$ cat config.mk
export PLATFORM = sky130hd
export DESIGN_NAME = uart_tx_fifo_drain
export DESIGN_NICKNAME = d
export VERILOG_FILES = /design/src/rtl/uart_tx_fifo_drain.sv
export SDC_FILE = /design/constraint.sdc
export NUM_CORES = 1
export LEC_CHECK = 0
export CAP_MARGIN = 20
export CORE_ASPECT_RATIO = 0.7
export CORE_MARGIN = 2
export CORE_UTILIZATION = 51
export CTS_CLUSTER_DIAMETER = 120
export DETAILED_ROUTE_END_ITERATION = 8
export PLACE_DENSITY_LB_ADDON = 0.2
export REMOVE_ABC_BUFFERS = 1
export SLEW_MARGIN = 10
export SYNTH_ARGS = -nofsm -noshare
export SYNTH_HDL_FRONTEND = slang
export SYNTH_SLANG_ARGS = --single-unit
$ cat constraint.sdc
create_clock -name i_clk -period 1.9 [get_ports i_clk]
set_input_delay 0.285 -clock i_clk [delete_from_list [all_inputs] [get_ports i_clk]]
set_output_delay 0.285 -clock i_clk [all_outputs]
set_load 0.03 [all_outputs]
$ cat src/rtl/uart_tx_fifo_drain.sv
// 8N1 UART transmitter that pops bytes from the UART FIFO read port and
// serializes them back-to-back on the tx pin while transmission is enabled.
module uart_tx_fifo_drain #(
    parameter int BAUD_DIV = 10417
) (
    input  logic       i_clk,
    input  logic       i_rst,
    input  logic       i_tx_en,
    input  logic       i_fifo_empty,
    input  logic [7:0] i_fifo_r_data,
    output logic       o_fifo_r_en,
    output logic       o_tx,
    output logic       o_tx_busy,
    output logic       o_tx_done
);

    localparam int CNT_W = (BAUD_DIV > 1) ? $clog2(BAUD_DIV) : 1;
    localparam logic [CNT_W-1:0] BAUD_LAST = CNT_W'(BAUD_DIV - 1);

    typedef enum logic [1:0] {
        IDLE  = 2'd0,
        START = 2'd1,
        DATA  = 2'd2,
        STOP  = 2'd3
    } state_t;

    state_t           r_state;
    logic [CNT_W-1:0] r_baud_cnt;
    logic [2:0]       r_bit_cnt;
    logic [7:0]       r_shreg;
    logic             r_tx;

    logic w_bit_end;
    logic w_pop;

    assign w_bit_end = (r_baud_cnt == BAUD_LAST);

    // Pops are only allowed from IDLE or in the final clock of a stop bit,
    // which gives at most one pop per frame and gap-free back-to-back frames.
    assign w_pop = ~i_rst & i_tx_en & ~i_fifo_empty &
                   ((r_state == IDLE) | ((r_state == STOP) & w_bit_end));

    assign o_fifo_r_en = w_pop;
    assign o_tx        = r_tx;
    assign o_tx_busy   = (r_state != IDLE);
    assign o_tx_done   = (r_state == STOP) & w_bit_end;

    always_ff @(posedge i_clk) begin
        if (i_rst) begin
            r_state    <= IDLE;
            r_baud_cnt <= '0;
            r_bit_cnt  <= 3'd0;
            r_shreg    <= 8'h00;
            r_tx       <= 1'b1;
        end else begin
            if (r_state != IDLE) begin
                r_baud_cnt <= w_bit_end ? '0 : r_baud_cnt + CNT_W'(1);
            end

            case (r_state)
                IDLE: begin
                    r_tx <= 1'b1;
                    if (w_pop) begin
                        r_shreg    <= i_fifo_r_data;
                        r_baud_cnt <= '0;
                        r_bit_cnt  <= 3'd0;
                        r_state    <= START;
                        r_tx       <= 1'b0;
                    end
                end
                START: begin
                    if (w_bit_end) begin
                        r_state <= DATA;
                        r_tx    <= r_shreg[0];
                    end
                end
                DATA: begin
                    // tx is registered, so it is loaded with the bit that becomes shreg[0] after the shift.
                    if (w_bit_end) begin
                        r_shreg   <= {1'b0, r_shreg[7:1]};
                        r_bit_cnt <= r_bit_cnt + 3'd1;
                        if (r_bit_cnt == 3'd7) begin
                            r_state <= STOP;
                            r_tx    <= 1'b1;
                        end else begin
                            r_tx <= r_shreg[1];
                        end
                    end
                end
                STOP: begin
                    if (w_bit_end) begin
                        if (w_pop) begin
                            r_shreg    <= i_fifo_r_data;
                            r_baud_cnt <= '0;
                            r_bit_cnt  <= 3'd0;
                            r_state    <= START;
                            r_tx       <= 1'b0;
                        end else begin
                            r_state <= IDLE;
                            r_tx    <= 1'b1;
                        end
                    end
                end
                default: begin
                    r_state <= IDLE;
                    r_tx    <= 1'b1;
                end
            endcase
        end
    end

endmodule

# Word level (Yosys, flattened, before mapping)
# Index checks and enable logic that the tools add are counted.
# word_totals
out_inout_bits	4
ramBits	0
input_bits	12
reg_bits	28
rom_bits	0
mem_count	0
word_cells	56
latch_bits	0
# classes
n_mux	26
div_mod_pow	0
addsub	2
reduce_logical	6
n_eq_ne	10
multipliers	0
n_shift	0
n_lt_le_gt_ge	0
n_bitwise	7
# ops
op	n
2-to-1 mux 14 bit	4
case mux 14 bit (2 select lines)	1
2-to-1 mux 8 bit	3
case mux 8 bit (3 select lines)	1
adder 14 x 1 -> 14 bit, second input constant	1
equality test 14 bit, second input constant	1
2-to-1 mux 2 bit	5
inequality test 2 bit, second input constant	5
2-to-1 mux 3 bit	3
case mux 3 bit (3 select lines)	1
case mux 2 bit (4 select lines)	1
2-to-1 mux 1 bit	6
AND reduction 3 bit	2
AND reduction 5 bit	1
AND 1 bit	4
equality test 2 bit, second input constant	2
case mux 1 bit (4 select lines)	1
adder 3 x 1 -> 3 bit, second input constant	1
equality test 3 bit, second input constant	1
nonzero test 3 bit	1
equality test 2 x 1 -> 1 bit, second input constant	1
logical NOT 2 bit	1
inverter 1 bit	2
nonzero test 2 bit	1
bitwise OR 1 bit	1

# Longest topological paths before layout
# logic_depth
ltp_word	7
depth_mapped	9
mapped_depth_nobuf	7

# Worst setup path before layout
# Ideal clock, no wire load.
# synth_timing
path_type	reg2reg
start	register r_state[0]
end	register r_shreg[6]
setup_ps	133
period_less_slack_ps	1897
required_time_ps	1767
setup_slack_ps	3
stages_incl_launch_ff	10
n_path_buf	3
arrival_time_ps	1764
cell_sequence	dfxtp_1 inv_1 ha_1 clkbuf_1 nor3_1 o2bb2a_4 buf_6 buf_6 a221oi_2 a311oi_1
# synth_via
elab_chain_cells	7
elab_cells_between_ends	13
classes_between	4 x eq/ne; 3 x mux; 3 x bitwise; 3 x reduce/logical
# synth_lines
item	line	rtl
start: declaration	27	state_t r_state;
start signal: assignment	50	r_state <= IDLE;
start signal: assignment	67	r_state <= START;
start signal: assignment	73	r_state <= DATA;
equality test 2 bit	41, 60	
AND 1 bit	41	((r_state == IDLE) | ((r_state == STOP) & w_bit_end));
bitwise OR 1 bit	41	
AND 1 bit	40	assign w_pop = ~i_rst & i_tx_en & ~i_fifo_empty &
2-to-1 mux 8 bit (2 in series)	-	
case mux 8 bit (3 select lines)	60	case (r_state)
end signal: assignment	64	r_shreg <= i_fifo_r_data;
end signal: assignment	80	r_shreg <= {1'b0, r_shreg[7:1]};
end signal: assignment	93	r_shreg <= i_fifo_r_data;
end: declaration	30	logic [7:0] r_shreg;
# Parallel ways exist; a longest one is shown, timed or not. The select of a mux whose other input is x is not followed.
# A chain may end at the register's enable or synchronous reset.

# Worst setup path after layout
# layout_timing
start	register r_baud_cnt[1]
end	output port o_fifo_r_en
# layout_via
elab_chain_cells	4
# layout_lines
item	line	rtl
start: declaration	28	logic [CNT_W-1:0] r_baud_cnt;
start signal: assignment	57	r_baud_cnt <= w_bit_end ? '0 : r_baud_cnt + CNT_W'(1);
equality test 14 bit	36	assign w_bit_end = (r_baud_cnt == BAUD_LAST);
AND 1 bit	41	
bitwise OR 1 bit	41	
AND 1 bit	40	
end: declaration	11	output logic o_fifo_r_en,
# Every way passes these cells.

==> summary.log <==
INFO  grt            antenna_found_initial=0
INFO  detailed_routing average_detailed_routed_wire_length_per_instance=17.2um
INFO  timing         timing.final.crit_share=1.04
INFO  timing         fmax=506MHz
INFO  timing         normalized_max_slew_margin=0.774
INFO  run            maxCapViolCount=0
INFO  worst_setup_path cp-endpoint=o_fifo_r_en
INFO  worst_setup_path critical_path_buf_inv_count=2
INFO  worst_setup_path crit_path_max_fanout=3
INFO  status         failed_checks=negative setup slack
INFO  grt            grt.total_usage=0.227
INFO  synthesis      syn_area=0.00162mm2
INFO  die            die_area=0.00366mm2
INFO  synthesis      post_synth_fa_ha_maj_area_fraction=0.0693
INFO  layout         insertedDiodeCount=0
INFO  detailed_routing totalWireLength=4.37mm
INFO  synthesis      post_synth_mux_area_share=0.0123
INFO  clocking       numClockSinks=28
INFO  layout         postLayoutCellArea=0.00215mm2
INFO  grt            first_global_vias=1354
INFO  worst_setup_path worst-setup-path-type=reg -> out
INFO  die            core-area=0.00308mm2
INFO  worst_setup_path end_kind=output pin
INFO  die            die_height=51.2um
INFO  clocking       clock_tree.buffer_depth=2
INFO  worst_setup_path critical-path-top-delay-family=simple AND/OR/NAND/NOR gates
INFO  synthesis      synth.cells.most_frequent=dfxtp_1, nor2_1, nand2_1, inv_1, ha_1
INFO  worst_setup_path worstSetupStartpoint=r_baud_cnt[1]
INFO  clocking       root_buffer=clkbuf_8
INFO  timing         post-route-min-period=1.97ns
INFO  synthesis      synth_top_family_by_area=simple AND/OR/NAND/NOR gates
INFO  worst_setup_path r2r-end=o_tx
INFO  synthesis      post_synth_and_or_nand_nor_area_fraction=0.260
INFO  grt            largest_net_degree_at_the_start_of_global_routing=18
INFO  die            fp.dieW=71.4um
INFO  synthesis      synth_edf_count=0
INFO  layout         layout.core_utilization=0.698
INFO  worst_setup_path crit_path_top_delay_cell=dfxtp_2
INFO  clocking       clock_tree.htree_level_count=1
INFO  timing         rsz0062_at_grt=yes
INFO  timing         maxSlewViolCount=0
INFO  synthesis      ys_seq_elements=28
INFO  worst_setup_path timing.critical_path.required=1.62ns
INFO  min_path       holdPathStages=1
INFO  synthesis      share_of_the_synthesized_area_in_compound_gates_ao_oa_aoi_oai=0.166
INFO  layout         final_net_count=239
INFO  worst_setup_path setup.worst_path.start_class=flop
INFO  timing         tns=-0.122ns
INFO  placement      finalWeightedCongestion=0.856
INFO  detailed_routing detail_route.iter0.violations=111
INFO  clocking       insertion_delay_of_the_later_clocked_pin_in_the_worst_skew_pair=0.27ns
INFO  clocking       cts-buffers-inserted=3
INFO  synthesis      synth_sequential_area_ratio=0.345
INFO  placement      pre_cts_ws=-0.344ns
INFO  worst_setup_path critical_path_depth=7
INFO  placement      place_area=0.00188mm2
INFO  placement      post_detailed_placement_half_perimeter_wirelength=2.73mm
INFO  layout         area_growth=32.5%
INFO  die            start_util=0.527
INFO  status         status=complete, but fails checks
INFO  detailed_routing firstDrtPassIters=4
INFO  placement      placement.io_buffers=15
INFO  timing         fin_ws=-0.0746ns
INFO  timing         setup_viol=2
INFO  detailed_routing drt.antenna.violating_nets=0
INFO  synthesis      synthMostInstantiatedCell=dfxtp_1
INFO  worst_setup_path cells_traversed_along_the_worst_timing_path=inv_2 -> ha_4 -> and4bb_2 -> and4_4 -> a21oi_2 -> nor2_1 -> buf_4
INFO  detailed_routing post_drt_via_cell_ratio=5.97
INFO  pwr            pwr_density_cell=549mW/mm2
INFO  layout         drive_above_1_share=0.296
INFO  synthesis      post_synth_inst_count=184
INFO  pwr            total_leakage_power=0.807nW
INFO  synthesis      netlist-cell-type-count=42
INFO  synthesis      synthesis.area_per_instance=8.83um2
INFO  synthesis      synthXorXnorAreaFrac=0.0701
INFO  clocking       cts.reportedPaths.clkPinSlew=0.09ns
INFO  pwr            report.power.total=1.18mW
INFO  synthesis      post-synth-top-area-cell=dfxtp_1
INFO  worst_setup_path timing.critical_path.slowest_cell_delay=0.33ns
INFO  die            row_count=17
INFO  clocking       holdBufCountCts=0
INFO  worst_setup_path ff2ff_path_depth=8
INFO  worst_setup_path reg2reg_from=r_baud_cnt[1]
INFO  worst_setup_path timing.critical_path.arrival=1.69ns
INFO  detailed_routing route.vias.total=1516
INFO  synthesis      share_of_yosys_cell_area_claimed_by_the_top_area_cell_type=0.345
INFO  clocking       tritoncts=yes
INFO  pwr            worst_ir_drop_vdd=0.392mV
INFO  die            floorplan.io_pins=16
INFO  min_path       hold_path.class=reg -> reg
INFO  synthesis      synth-warning-count=0
INFO  synthesis      synthArstFlopShare=0
INFO  synthesis      synthTopCellsByArea=dfxtp_1, ha_1, nor2_1, a311oi_1, xor2_1
INFO  timing         hold_viol=0
INFO  synthesis      synth_flop_cell=dfxtp_1
INFO  timing         max_slew.worst_pin.slew=0.338ns
INFO  grt            grt-ovfl-total=0
INFO  detailed_routing drc_violations_left=0
INFO  worst_setup_path reg2reg_slack=-0.05ns
INFO  grt            grt_pass1_wl=6.47mm
INFO  timing         finClkSkew=0.00136ns
area by class of cell:
class	count	area, um2
multi-input cells	134	1110
fillers	228	932
flip-flops and latches	28	564
repair buffers	38	339
inverters	13	48.8
well taps	38	47.5
clock buffers	3	41.3
flip-flops by register name (all words and copies together) (netlist names):
register	flops
r_baud_cnt	14
r_shreg	8
r_bit_cnt	3
r_state	2
o_tx	1
worst min path at each step:
stage               startpoint  slack [ns]      endpoint
finish                    o_tx        0.49          o_tx
global placement    r_shreg[5]        0.46    r_shreg[5]
detailed placement  r_shreg[5]        0.47    r_shreg[5]
CTS                 r_shreg[3]        0.48    r_shreg[3]
floorplan                i_rst        0.35  r_bit_cnt[0]
global route        r_shreg[4]        0.53    r_shreg[4]
per-stage QoR:
step	hold WS, ns	instances
finish	0.495	254
global route	0.528	254
CTS	0.484	250
detailed placement	0.469	244
global placement	0.462	244
floorplan	0.354	174
routing by layer:
| layer | part of all wire | vias up | global-route usage | wire, um |
|---|---|---|---|---|
| li1 | - | 725 | - | - |
| met1 | 0.47 | 719 | 0.338 | 2050 |
| met2 | 0.45 | 62 | 0.335 | 1970 |
| met3 | 0.066 | 10 | 0.0533 | 286 |
| met4 | 0.014 | 0 | 0.0472 | 61 |
| met5 | 0 | - | 0 | 0 |
cells by family after synthesis:
group / Yosys count
adders and majority gates: 9
DFF: 28
and+or+nand+nor: 75
AOI/OAI and AO/OA: 34
buffers and inverters: 23
xor gates and xnor gates: 13
muxes: 2
cells in the final DEF (no fill, tap or decap), types with 2 or more instances in the layout:
cell type and instances:
a21oi_1 6, inv_1 11, a311oi_1 5, inv_2 2, nor2_1 19, dfxtp_2 3
o211ai_1 2, a31oi_1 2, nor2b_1 8, a221oi_2 4, nor3b_1 3, xnor2_1 6
ha_1 5, nand2b_1 2, nand2_1 14, o21ai_0 2, and3_1 6, a221oi_4 2
clkbuf_8 3, and4b_1 2, dfxtp_1 25, o2bb2a_4 2, mux2i_1 2, xor2_1 7
buf_6 3, or3_1 2, buf_4 22, ha_2 3, nand3_1 2, clkdlybuf4s50_1 12
nand4_1 2, a311oi_2 2
what timing repair did:
| item | in CTS | in global routing |
|---|---|---|
| pin swaps | 5 | 8 |
| cloned | 0 | 1 |
| gates resized for setup | 15 | 27 |
| setup buffers | 3 | 3 |
| setup endpoints to repair | 10 | 18 |
where the power goes:
part	total [mW]	leakage (nW)	internal, mW	switching [mW]
logic	0.244	0.557	0.117	0.127
clock network	0.323	0.0216	0.142	0.180
registers	0.615	0.228	0.603	0.0119
(Power assumes the default switching activity.)
